### config.mk
export PLATFORM = sky130hd
export DESIGN_NAME = div_unit_flat
export DESIGN_NICKNAME = d
export VERILOG_FILES = /design/src/rtl/div_unit_pkg.sv /design/src/rtl/div_unit_if.sv /design/src/rtl/div_unit_step.sv /design/src/rtl/div_unit.sv /design/src/flat_wrapper.sv
export SDC_FILE = /design/constraint.sdc
export NUM_CORES = 1
export LEC_CHECK = 0
export BUFFER_PORTS_ARGS = -buffer_cell sky130_fd_sc_hd__clkbuf_2
export CAP_MARGIN = 20
export CORE_ASPECT_RATIO = 0.7
export CORE_UTILIZATION = 34
export DETAILED_ROUTE_END_ITERATION = 10
export SLEW_MARGIN = 5
export SYNTH_ARGS = -nofsm -noshare
export SYNTH_HDL_FRONTEND = slang
export SYNTH_SLANG_ARGS = --single-unit
### constraint.sdc
create_clock -name clk -period 12.2 [get_ports clk]
set_input_delay 2.44 -clock clk [delete_from_list [all_inputs] [get_ports clk]]
set_output_delay 2.44 -clock clk [all_outputs]
set_load 0.05 [all_outputs]
### src/rtl/div_unit_pkg.sv
`default_nettype none
// ============================================================================
//  Module   : div_unit_pkg
//  Purpose  : Shared constants and types for the RV64M iterative divider:
//             pipeline-stage indices, datapath width, iteration counter
//             width, FSM state encoding and the op-select encoding.
//  Revision : 1.0  initial release
// ============================================================================
package div_unit_pkg;

    // Pipeline-stage / pipeline-register indices used by the hazard logic
    localparam int STG_IF     = 0;
    localparam int STG_IF_ID  = 1;
    localparam int STG_ID_EX  = 2;
    localparam int STG_EX_MEM = 3;
    localparam int STG_MEM_WB = 4;

    localparam int XLEN   = 64;
    localparam int WORD_W = 32;
    localparam int CNT_W  = $clog2(XLEN) + 1;

    typedef enum logic [1:0] {
        DIV_IDLE = 2'd0,
        DIV_CALC = 2'd1,
        DIV_DONE = 2'd2
    } div_state_e;

    // Op select, packed as {is_rem, is_unsigned, is_word}
    typedef struct packed {
        logic is_rem;
        logic is_unsigned;
        logic is_word;
    } div_op_t;

    localparam div_op_t OP_DIV   = 3'b000;
    localparam div_op_t OP_DIVW  = 3'b001;
    localparam div_op_t OP_DIVU  = 3'b010;
    localparam div_op_t OP_DIVUW = 3'b011;
    localparam div_op_t OP_REM   = 3'b100;
    localparam div_op_t OP_REMW  = 3'b101;
    localparam div_op_t OP_REMU  = 3'b110;
    localparam div_op_t OP_REMUW = 3'b111;

    // Sign-extend a 32-bit word result to the full datapath width
    function automatic logic [XLEN-1:0] sext_word(input logic [WORD_W-1:0] v);
        return {{(XLEN-WORD_W){v[WORD_W-1]}}, v};
    endfunction

endpackage
`default_nettype wire

### src/rtl/div_unit_if.sv
`default_nettype none
// ============================================================================
//  Module   : div_unit_if
//  Purpose  : EX-stage divide request/result bundle.
//  Signals  : valid_i, is_rem_i, is_unsigned_i, is_word_i, a_i, b_i (request)
//             div_stall_o, result_valid_o, result_o                (response)
//  Modports : master = pipeline side, slave = divider side
//  Revision : 1.0  initial release
// ============================================================================
interface div_unit_if;
    import div_unit_pkg::*;

    logic            valid_i;
    logic            is_rem_i;
    logic            is_unsigned_i;
    logic            is_word_i;
    logic [XLEN-1:0] a_i;
    logic [XLEN-1:0] b_i;
    logic            div_stall_o;
    logic            result_valid_o;
    logic [XLEN-1:0] result_o;

    modport master (
        output valid_i, is_rem_i, is_unsigned_i, is_word_i, a_i, b_i,
        input  div_stall_o, result_valid_o, result_o
    );

    modport slave (
        input  valid_i, is_rem_i, is_unsigned_i, is_word_i, a_i, b_i,
        output div_stall_o, result_valid_o, result_o
    );
endinterface
`default_nettype wire

### src/rtl/div_unit_step.sv
`default_nettype none
// ============================================================================
//  Module   : div_step
//  Purpose  : One combinational restoring-division iteration on magnitudes.
//  Ports    : i_rem, i_quo, i_div -> o_rem, o_quo   (all XLEN wide)
//  Revision : 1.0  initial release
// ============================================================================
module div_step
    import div_unit_pkg::*;
(
    input  wire logic [XLEN-1:0] i_rem,
    input  wire logic [XLEN-1:0] i_quo,
    input  wire logic [XLEN-1:0] i_div,
    output logic      [XLEN-1:0] o_rem,
    output logic      [XLEN-1:0] o_quo
);
    // The shifted partial remainder can exceed XLEN bits when the divisor
    // is near 2^XLEN, so the trial subtract is one bit wider.
    logic [XLEN:0] w_rem_sh;
    logic [XLEN:0] w_diff;
    logic          w_ge;

    always_comb begin
        w_rem_sh = {i_rem, i_quo[XLEN-1]};
        w_diff   = w_rem_sh - {1'b0, i_div};
        w_ge     = ~w_diff[XLEN];          // no borrow -> rem >= divisor
        o_rem    = w_ge ? w_diff[XLEN-1:0] : w_rem_sh[XLEN-1:0];
        o_quo    = {i_quo[XLEN-2:0], w_ge};
    end
endmodule
`default_nettype wire

### src/rtl/div_unit.sv
`default_nettype none
// ============================================================================
//  Module   : div_unit
//  Purpose  : Iterative radix-2 divider for DIV/DIVU/REM/REMU and W forms.
//             Raises div_stall_o while computing; presents a one-cycle
//             result_valid_o pulse. Divide-by-zero and signed overflow
//             resolve combinationally in IDLE with no stall.
//  Ports    : clk, rst (sync, active-high), bus (div_unit_if.slave)
//  Revision : 1.0  initial release
// ============================================================================
module div_unit
    import div_unit_pkg::*;
(
    input  wire logic   clk,
    input  wire logic   rst,
    div_unit_if.slave   bus
);
    div_state_e       r_state, w_state_next;
    div_op_t          w_op, r_op;
    logic [XLEN-1:0]  w_a_ext, w_b_ext, w_a_mag, w_b_mag, w_a_res, w_min_neg;
    logic             w_a_neg, w_b_neg, w_div_zero, w_overflow, w_special;
    logic [XLEN-1:0]  w_special_res;
    logic [CNT_W-1:0] w_n, r_cnt;
    logic [XLEN-1:0]  r_rem, r_quo, r_div;
    logic             r_a_neg, r_b_neg;
    logic [XLEN-1:0]  w_step_rem, w_step_quo;
    logic [XLEN-1:0]  w_q_fix, w_r_fix, w_fix, w_done_res;
    logic             w_start, w_stall, w_rvalid;
    logic [XLEN-1:0]  w_result;

    // Operand preparation and zero-latency special cases
    always_comb begin
        w_op = '{is_rem: bus.is_rem_i, is_unsigned: bus.is_unsigned_i,
                 is_word: bus.is_word_i};
        if (w_op.is_word) begin
            w_a_ext   = w_op.is_unsigned ? {{(XLEN-WORD_W){1'b0}}, bus.a_i[WORD_W-1:0]}
                                         : sext_word(bus.a_i[WORD_W-1:0]);
            w_b_ext   = w_op.is_unsigned ? {{(XLEN-WORD_W){1'b0}}, bus.b_i[WORD_W-1:0]}
                                         : sext_word(bus.b_i[WORD_W-1:0]);
            w_a_res   = sext_word(bus.a_i[WORD_W-1:0]);
            w_min_neg = {{(XLEN-WORD_W+1){1'b1}}, {(WORD_W-1){1'b0}}};
            w_n       = CNT_W'(WORD_W);
        end else begin
            w_a_ext   = bus.a_i;
            w_b_ext   = bus.b_i;
            w_a_res   = bus.a_i;
            w_min_neg = {1'b1, {(XLEN-1){1'b0}}};
            w_n       = CNT_W'(XLEN);
        end
        w_a_neg    = ~w_op.is_unsigned & w_a_ext[XLEN-1];
        w_b_neg    = ~w_op.is_unsigned & w_b_ext[XLEN-1];
        w_a_mag    = w_a_neg ? (~w_a_ext + 1'b1) : w_a_ext;
        w_b_mag    = w_b_neg ? (~w_b_ext + 1'b1) : w_b_ext;
        w_div_zero = (w_b_ext == '0);
        w_overflow = ~w_op.is_unsigned & (w_a_ext == w_min_neg) & (w_b_ext == '1);
        w_special  = w_div_zero | w_overflow;
        if (w_div_zero)
            w_special_res = w_op.is_rem ? w_a_res : '1;
        else
            w_special_res = w_op.is_rem ? '0 : w_a_res;
    end

    div_step u_step (
        .i_rem (r_rem),
        .i_quo (r_quo),
        .i_div (r_div),
        .o_rem (w_step_rem),
        .o_quo (w_step_quo)
    );

    // Final sign fix and word sign-extension from the latched op
    always_comb begin
        w_q_fix    = (~r_op.is_unsigned & (r_a_neg ^ r_b_neg)) ? (~r_quo + 1'b1) : r_quo;
        w_r_fix    = (~r_op.is_unsigned & r_a_neg) ? (~r_rem + 1'b1) : r_rem;
        w_fix      = r_op.is_rem ? w_r_fix : w_q_fix;
        w_done_res = r_op.is_word ? sext_word(w_fix[WORD_W-1:0]) : w_fix;
    end

    // FSM next-state and outputs
    always_comb begin
        w_state_next = r_state;
        w_start      = 1'b0;
        w_stall      = 1'b0;
        w_rvalid     = 1'b0;
        w_result     = '0;
        case (r_state)
            DIV_IDLE: begin
                if (bus.valid_i) begin
                    if (w_special) begin
                        w_rvalid = 1'b1;
                        w_result = w_special_res;
                    end else begin
                        // Stall in the accept cycle so ID/EX holds the op
                        w_start      = 1'b1;
                        w_stall      = 1'b1;
                        w_state_next = DIV_CALC;
                    end
                end
            end
            DIV_CALC: begin
                w_stall = 1'b1;
                if (r_cnt == CNT_W'(1))
                    w_state_next = DIV_DONE;
            end
            DIV_DONE: begin
                // Always back to IDLE: valid_i here is the same instruction
                w_rvalid     = 1'b1;
                w_result     = w_done_res;
                w_state_next = DIV_IDLE;
            end
            default: w_state_next = DIV_IDLE;
        endcase
    end

    always_ff @(posedge clk) begin
        if (rst) r_state <= DIV_IDLE;
        else     r_state <= w_state_next;
    end

    always_ff @(posedge clk) begin
        if (rst) begin
            r_rem   <= '0;
            r_quo   <= '0;
            r_div   <= '0;
            r_cnt   <= '0;
            r_a_neg <= 1'b0;
            r_b_neg <= 1'b0;
            r_op    <= '0;
        end else if (w_start) begin
            r_rem   <= '0;
            // Word dividends go in the top half so 32 shifts consume them
            r_quo   <= w_op.is_word ? {w_a_mag[WORD_W-1:0], {(XLEN-WORD_W){1'b0}}} : w_a_mag;
            r_div   <= w_b_mag;
            r_cnt   <= w_n;
            r_a_neg <= w_a_neg;
            r_b_neg <= w_b_neg;
            r_op    <= w_op;
        end else if (r_state == DIV_CALC) begin
            r_rem   <= w_step_rem;
            r_quo   <= w_step_quo;
            r_cnt   <= r_cnt - CNT_W'(1);
        end
    end

    assign bus.div_stall_o    = w_stall;
    assign bus.result_valid_o = w_rvalid;
    assign bus.result_o       = w_result;
endmodule
`default_nettype wire

### src/flat_wrapper.sv
// flat-port wrapper written by rule: the top's interface ports become plain ports
module div_unit_flat import div_unit_pkg::*;
  (clk, rst, bus_valid_i, bus_is_rem_i, bus_is_unsigned_i, bus_is_word_i, bus_a_i, bus_b_i, bus_div_stall_o, bus_result_valid_o, bus_result_o);
  div_unit_if bus_i ();
  input  wire logic clk;
  input  wire logic rst;
  input wire logic [$bits(bus_i.valid_i)-1:0] bus_valid_i;
  input wire logic [$bits(bus_i.is_rem_i)-1:0] bus_is_rem_i;
  input wire logic [$bits(bus_i.is_unsigned_i)-1:0] bus_is_unsigned_i;
  input wire logic [$bits(bus_i.is_word_i)-1:0] bus_is_word_i;
  input wire logic [$bits(bus_i.a_i)-1:0] bus_a_i;
  input wire logic [$bits(bus_i.b_i)-1:0] bus_b_i;
  output wire logic [$bits(bus_i.div_stall_o)-1:0] bus_div_stall_o;
  output wire logic [$bits(bus_i.result_valid_o)-1:0] bus_result_valid_o;
  output wire logic [$bits(bus_i.result_o)-1:0] bus_result_o;
  assign bus_i.valid_i = bus_valid_i;
  assign bus_i.is_rem_i = bus_is_rem_i;
  assign bus_i.is_unsigned_i = bus_is_unsigned_i;
  assign bus_i.is_word_i = bus_is_word_i;
  assign bus_i.a_i = bus_a_i;
  assign bus_i.b_i = bus_b_i;
  assign bus_div_stall_o = bus_i.div_stall_o;
  assign bus_result_valid_o = bus_i.result_valid_o;
  assign bus_result_o = bus_i.result_o;
  div_unit u_core (.clk(clk), .rst(rst), .bus(bus_i));
endmodule
==> flow_metrics.env, run 1 <==
export IMPL_status="complete, no violations"
export IMPL_yosysSeqAreaShare_pct=19.5
export IMPL_synthDistinctLibCells=86
export IMPL_cp_arrival_ns=6.36
export IMPL_worstSetupPathType="in2out"
export IMPL_grt_max_degree=97
export IMPL_worstPathRequired_ns=9.76
export IMPL_power_leakage_nw=8.96
export IMPL_drv_cap=0
export IMPL_finalSetupViolCount=0
export IMPL_grt_ovfl_total=0
export IMPL_period_minus_slack_ns=8.80
export IMPL_wl_um=93200
export IMPL_dr_pass1_iters=6
export IMPL_wl_per_cell_um=23.2
export IMPL_avgSynthCellArea_um2=6.76
export IMPL_place_inst=3960
export IMPL_drive_gt1_share_pct=10.4
export IMPL_routabilityCongestion=1.04
export IMPL_fin_crit_sh_pct=72.2
export IMPL_synth_common_cells="nor2_1, a21oi_1, nand2_1, o21ai_0, dfxtp_1"
export IMPL_dieWidth_um=300
export IMPL_ys_warn_count=0
export IMPL_vias_per_cell=6.06
export IMPL_start_kind="primary input"
export IMPL_synth_top_area_cell="dfxtp_1"
export IMPL_rsz0062_at_grt="no"
export IMPL_ctsHoldBuffers=0
export IMPL_synthCells=3133
export IMPL_peakVddDrop_mv=0.115
export IMPL_synth_edf_count=0
export IMPL_post_cts_buffers=0
export IMPL_clock_latency_ns=0.59
export IMPL_first_iter_violations=3223
export IMPL_synth_ff_type="dfxtp_1"
export IMPL_top_layer="met5"
export IMPL_ys_ff_latch=206
export IMPL_syn_num_nets=3339
export IMPL_endpoint_kind="output port"
export IMPL_num_rows=76
export IMPL_hpwl_um=72100
export IMPL_max_freq_mhz=114
export IMPL_num_io_pins=200
export IMPL_fin_util_pct=38.2
export IMPL_cts_tree="built"
export IMPL_pwr_density_cell_nw_per_um2=130
export IMPL_ctsRootBufferMaster="clkbuf_16"
export IMPL_fin_tns_setup_ns=0
export IMPL_dieArea_um2=63300
export IMPL_port_buffers=199
export IMPL_relSlewSlack_pct=19.5
export IMPL_cts_buffers=27
export IMPL_synth_top_cell_area_share_pct=19.5
export IMPL_ant_nets=0
export IMPL_grt_usage_pct=28.3
export IMPL_grt_pass1_wl_um=136000
export IMPL_critPathMaxFanout=64
export IMPL_fin_skew_ns=0.0223
export IMPL_drc=0
export IMPL_antenna_cells=0
export IMPL_worst_pin_slew_ns=1.20
export IMPL_final_cell_count_no_fill=4010
export IMPL_num_vias=24300
export IMPL_wl_met3_um=14700
export IMPL_die_y_um=211
export IMPL_antenna_found_initial=7
export IMPL_met1Wirelength_um=42300
export IMPL_drv_slew=0
export IMPL_core_area_um2=61500
export IMPL_htreeDepth=1
export IMPL_synth_area_um2=21200
export IMPL_hold_depth=2
export IMPL_cts_num_sinks=206
export IMPL_clk_pin_slew_ns=0.06
export IMPL_met2_length_um=33600
export IMPL_hold_class="reg2reg"
export IMPL_r2r_cells=14
export IMPL_start_util_pct=34.4
export IMPL_netlist_top_cells_area="dfxtp_1, a21oi_1, xnor2_1, nor2_1, nand2_1"
export IMPL_post_cts_resized=0
export IMPL_area_growth_pct=11.1
export IMPL_nets=3377
export IMPL_async_flop_share_pct=0
export IMPL_hold_viol=0
export IMPL_clockBufferDepth=3
export IMPL_synthMostInstantiatedCell="nor2_1"
export IMPL_nFillCells=6603
export IMPL_grt_pass1_vias=20700
per-layer routing:
layer	global-route usage, %	up-vias
met2	35.5	1454
met4	7.81	6
li1	-	11400
met3	11.6	141
met5	0	-
met1	42.4	11300
flip-flops by register name (all words and copies together) (netlist names):
register / flops
u_core.r_state: 2
u_core.r_op: 3
u_core.r_quo: 64
u_core.r_cnt: 7
u_core.r_div: 64
u_core.r_a_neg: 1
u_core.r_b_neg: 1
u_core.r_rem: 64
cell usage in the layout (no fill, tap or decap), types with 17 or more instances in the layout:
master / instances
nor2_1: 390
a21oi_1: 387
nand2_1: 351
o21ai_0: 225
dfxtp_1: 205
clkbuf_2: 197
xnor2_1: 174
xor2_1: 112
inv_1: 105
nor3_1: 81
ha_1: 71
a211oi_1: 60
nand4_1: 46
o31ai_1: 45
o211ai_1: 40
nand3_1: 39
a21o_1: 36
o21ai_1: 35
buf_4: 34
a31oi_1: 33
or3_1: 32
nor4_1: 32
mux2i_1: 31
a311oi_1: 30
maj3_1: 28
o221ai_1: 27
clkbuf_16: 27
o41ai_1: 25
or4_1: 24
a22oi_1: 17
critical path, cell delays in order:
cell	delay (ns)
clkbuf_2	0.12
or3_1	0.42
nor3b_1	0.58
nand2_1	0.30
or4_1	0.66
a211o_1	0.30
buf_4	0.26
nand2_1	0.16
nand2_2	0.06
buf_4	0.32
a211oi_1	0.24
a21oi_1	0.06
nor2_1	0.09
clkbuf_2	0.29
final timing paths:
kind                                      start                       endpoint  slack [ns]
setup / recovery                     bus_b_i[2]               bus_result_o[21]        3.40
hold / removal    u_core.r_div[26]$_SDFFE_PP0P_  u_core.r_div[26]$_SDFFE_PP0P_        0.45
setup reg to reg  u_core.r_quo[63]$_SDFFE_PP0P_  u_core.r_rem[51]$_SDFFE_PP0P_        7.34
hold reg to reg   u_core.r_div[26]$_SDFFE_PP0P_  u_core.r_div[26]$_SDFFE_PP0P_        0.45
cell families after synthesis:
kind of cell,Yosys count,share of synthesized area (%)
AO/OA/AOI/OAI,1060,30.9
XOR/XNOR,286,11.8
adder cells (fa/ha/maj),100,5.61
buffers and inverters,330,6.19
flip-flops,206,19.5
multiplexers,32,1.52
AND/OR/NAND/NOR,1119,24.5
stage by stage:
stage	cell area, um^2	hold slack [ns]	total power, mW	setup slack, ns
after CTS	23500	0.453	3.01	3.45
after global routing	23500	0.471	3.20	3.17
after detailed placement	22600	0.445	2.16	3.45
after floorplan	21200	0.432	1.78	3.58
after global placement	22600	0.440	2.17	3.49
final	23500	0.453	3.05	3.40
where the power goes:
| part | total [mW] | switching [mW] | internal, mW |
|---|---|---|---|
| logic | 1.38 | 0.893 | 0.492 |
| clock network | 0.844 | 0.343 | 0.500 |
| registers | 0.822 | 0.0924 | 0.730 |
| total | 3.05 | 1.33 | 1.72 |
layout make-up:
type                    count  area (um^2)  share of cell area, %
clock buffers              35          756                   3.21
clock inverters            14          164                  0.697
inverters                 107          402                   1.71
multi-input cells        2597        15800                   67.2
flip-flops and latches    206         4130                   17.5
well taps                 819         1020                   4.36
repair buffers            232         1250                   5.31
No activity file was read; power rests on OpenSTA's default activity.
==> run 2: changes to the inputs <==
clock period = 7.5 ns   (was 12.2 ns; I/O delays follow)
==> run 2 against run 1 <==
  * Sequential share of layout area down 0.76 points
  * Global-route usage up 0.63 points
  * Routed wire length up 2.3%
  * Cell count up 0.37%
  * Combinational power up 65%
  * Worst setup slack worse by 2.8 ns
  * Clock power up 66%
  * Critical path depth down 3
  * Via count up 0.29%
  * Critical path type unchanged
==> flow_metrics.env, run 2 (synthesis results as in run 1) <==
export IMPL_status="complete, no violations"
export IMPL_hold_depth=2
export IMPL_cts_num_sinks=206
export IMPL_r2r_cells=12
export IMPL_routabilityCongestion=1.00
export IMPL_relSlewSlack_pct=17.6
export IMPL_dieArea_um2=63300
export IMPL_drive_gt1_share_pct=10.9
export IMPL_rsz0062_at_grt="no"
export IMPL_period_minus_slack_ns=6.92
export IMPL_antenna_found_initial=4
export IMPL_worstSetupPathType="in2out"
export IMPL_port_buffers=199
export IMPL_hold_viol=0
export IMPL_finalSetupViolCount=0
export IMPL_top_regs="u_core.r_div (64), u_core.r_quo (64), u_core.r_rem (64)"
export IMPL_start_kind="primary input"
export IMPL_nFillCells=6455
export IMPL_fin_crit_sh_pct=92.3
export IMPL_placed_area_um2=23700
export IMPL_grt_ovfl_total=0
export IMPL_wl_um=95300
export IMPL_setup_slack_ns=0.581
export IMPL_critPathMaxFanout=32
export IMPL_whs_ns=0.452
export IMPL_place_inst=3976
export IMPL_nets=3392
export IMPL_final_common_cell="nor2_1"
export IMPL_grt_max_degree=94
export IMPL_num_vias=24400
export IMPL_layout_common_cells="nor2_1, a21oi_1, nand2_1"
export IMPL_dieWidth_um=300
export IMPL_cp_arrival_ns=5.42
export IMPL_start_util_pct=34.4
export IMPL_worstPathRequired_ns=6.00
export IMPL_drv_cap=0
export IMPL_p_int_mw=2.83
export IMPL_first_iter_violations=3113
export IMPL_num_rows=76
export IMPL_htreeDepth=1
export IMPL_clk_pin_slew_ns=0.06
export IMPL_grt_pass1_vias=20900
export IMPL_grt_pass1_wl_um=138000
export IMPL_hpwl_um=74000
export IMPL_cts_tree="built"
export IMPL_post_cts_resized=0
export IMPL_drv_slew=0
export IMPL_fin_area_um2=24600
export IMPL_area_growth_pct=16.1
export IMPL_worst_pin_slew_ns=1.22
export IMPL_wl_per_cell_um=23.7
export IMPL_fin_skew_ns=0.0179
export IMPL_num_io_pins=200
export IMPL_max_freq_mhz=145
export IMPL_fin_tns_setup_ns=0
export IMPL_final_cell_count_no_fill=4025
export IMPL_fin_util_pct=40.0
export IMPL_die_y_um=211
export IMPL_power_leakage_nw=9.24
export IMPL_vias_per_cell=6.06
export IMPL_ant_nets=0
export IMPL_sw_frac_of_total_pct=43.6
export IMPL_grt_usage_pct=28.9
export IMPL_peakVddDrop_mv=0.161
export IMPL_clock_latency_ns=0.57
export IMPL_total_power_mw=5.01
export IMPL_seq_power_share_pct=26.6
export IMPL_pwr_density_cell_nw_per_um2=204
export IMPL_drc=0
export IMPL_power_share_clock_pct=27.9
export IMPL_core_area_um2=61500
export IMPL_post_cts_buffers=0
export IMPL_hold_class="reg2reg"
export IMPL_endpoint_kind="output port"
export IMPL_clockBufferDepth=3
export IMPL_antenna_cells=0
export IMPL_dr_pass1_iters=8
export IMPL_dp_slack_ns=0.701
export IMPL_ctsRootBufferMaster="clkbuf_16"
export IMPL_power_switching_mw=2.19
export IMPL_ctsHoldBuffers=0
export IMPL_comb_power_share_pct=45.5
export IMPL_cts_buffers=27
-- run 2: critical path, stage by stage --
cell,delay [ns]
clkbuf_2,0.12
or4_1,0.57
nor3_1,0.43
nand2_1,0.29
or4_1,0.66
a211o_1,0.35
nand2_1,0.11
nand2_2,0.39
buf_4,0.41
o21ai_0,0.38
buf_12,0.19
-- run 2: power by group through the flow --
stage               clock network (mW)  logic [mW]  registers (mW)
floorplan                            0        1.61            1.29
global placement                     0        2.19            1.35
detailed placement                   0        2.19            1.35
CTS                               1.40        2.20            1.33
global route                      1.45        2.47            1.34
finish                            1.40        2.28            1.33
-- run 2: final cells by class --
cell class              count  area, um^2  share of cell area [%]
flip-flops and latches    206        4130                    16.8
clock inverters            18         210                   0.855
clock buffers              31         731                    2.97
well taps                 819        1020                    4.17
inverters                 107         402                    1.63
multi-input cells        2597       15800                    64.3
repair buffers            247        2300                    9.35
-- run 2: metal layers --
| metal | track usage, % | vias up | part of all wire, % |
|---|---|---|---|
| li1 | - | 11400 | - |
| met1 | 41.8 | 11400 | 44 |
| met2 | 36.1 | 1455 | 36 |
| met3 | 14.5 | 152 | 16 |
| met4 | 7.42 | 8 | 2.8 |
| met5 | 2.00 | - | 0.22 |
-- run 2: final timing paths --
kind | start | endpoint | slack, ns
worst max-delay path | bus_b_i[6] | bus_result_o[31] | 0.58
worst min-delay path | u_core.r_div[61]$_SDFFE_PP0P_ | u_core.r_div[61]$_SDFFE_PP0P_ | 0.45
worst max register to register | u_core.r_rem[57]$_SDFFE_PP0P_ | u_core.r_rem[49]$_SDFFE_PP0P_ | 2.62
worst min register to register | u_core.r_div[61]$_SDFFE_PP0P_ | u_core.r_div[61]$_SDFFE_PP0P_ | 0.45
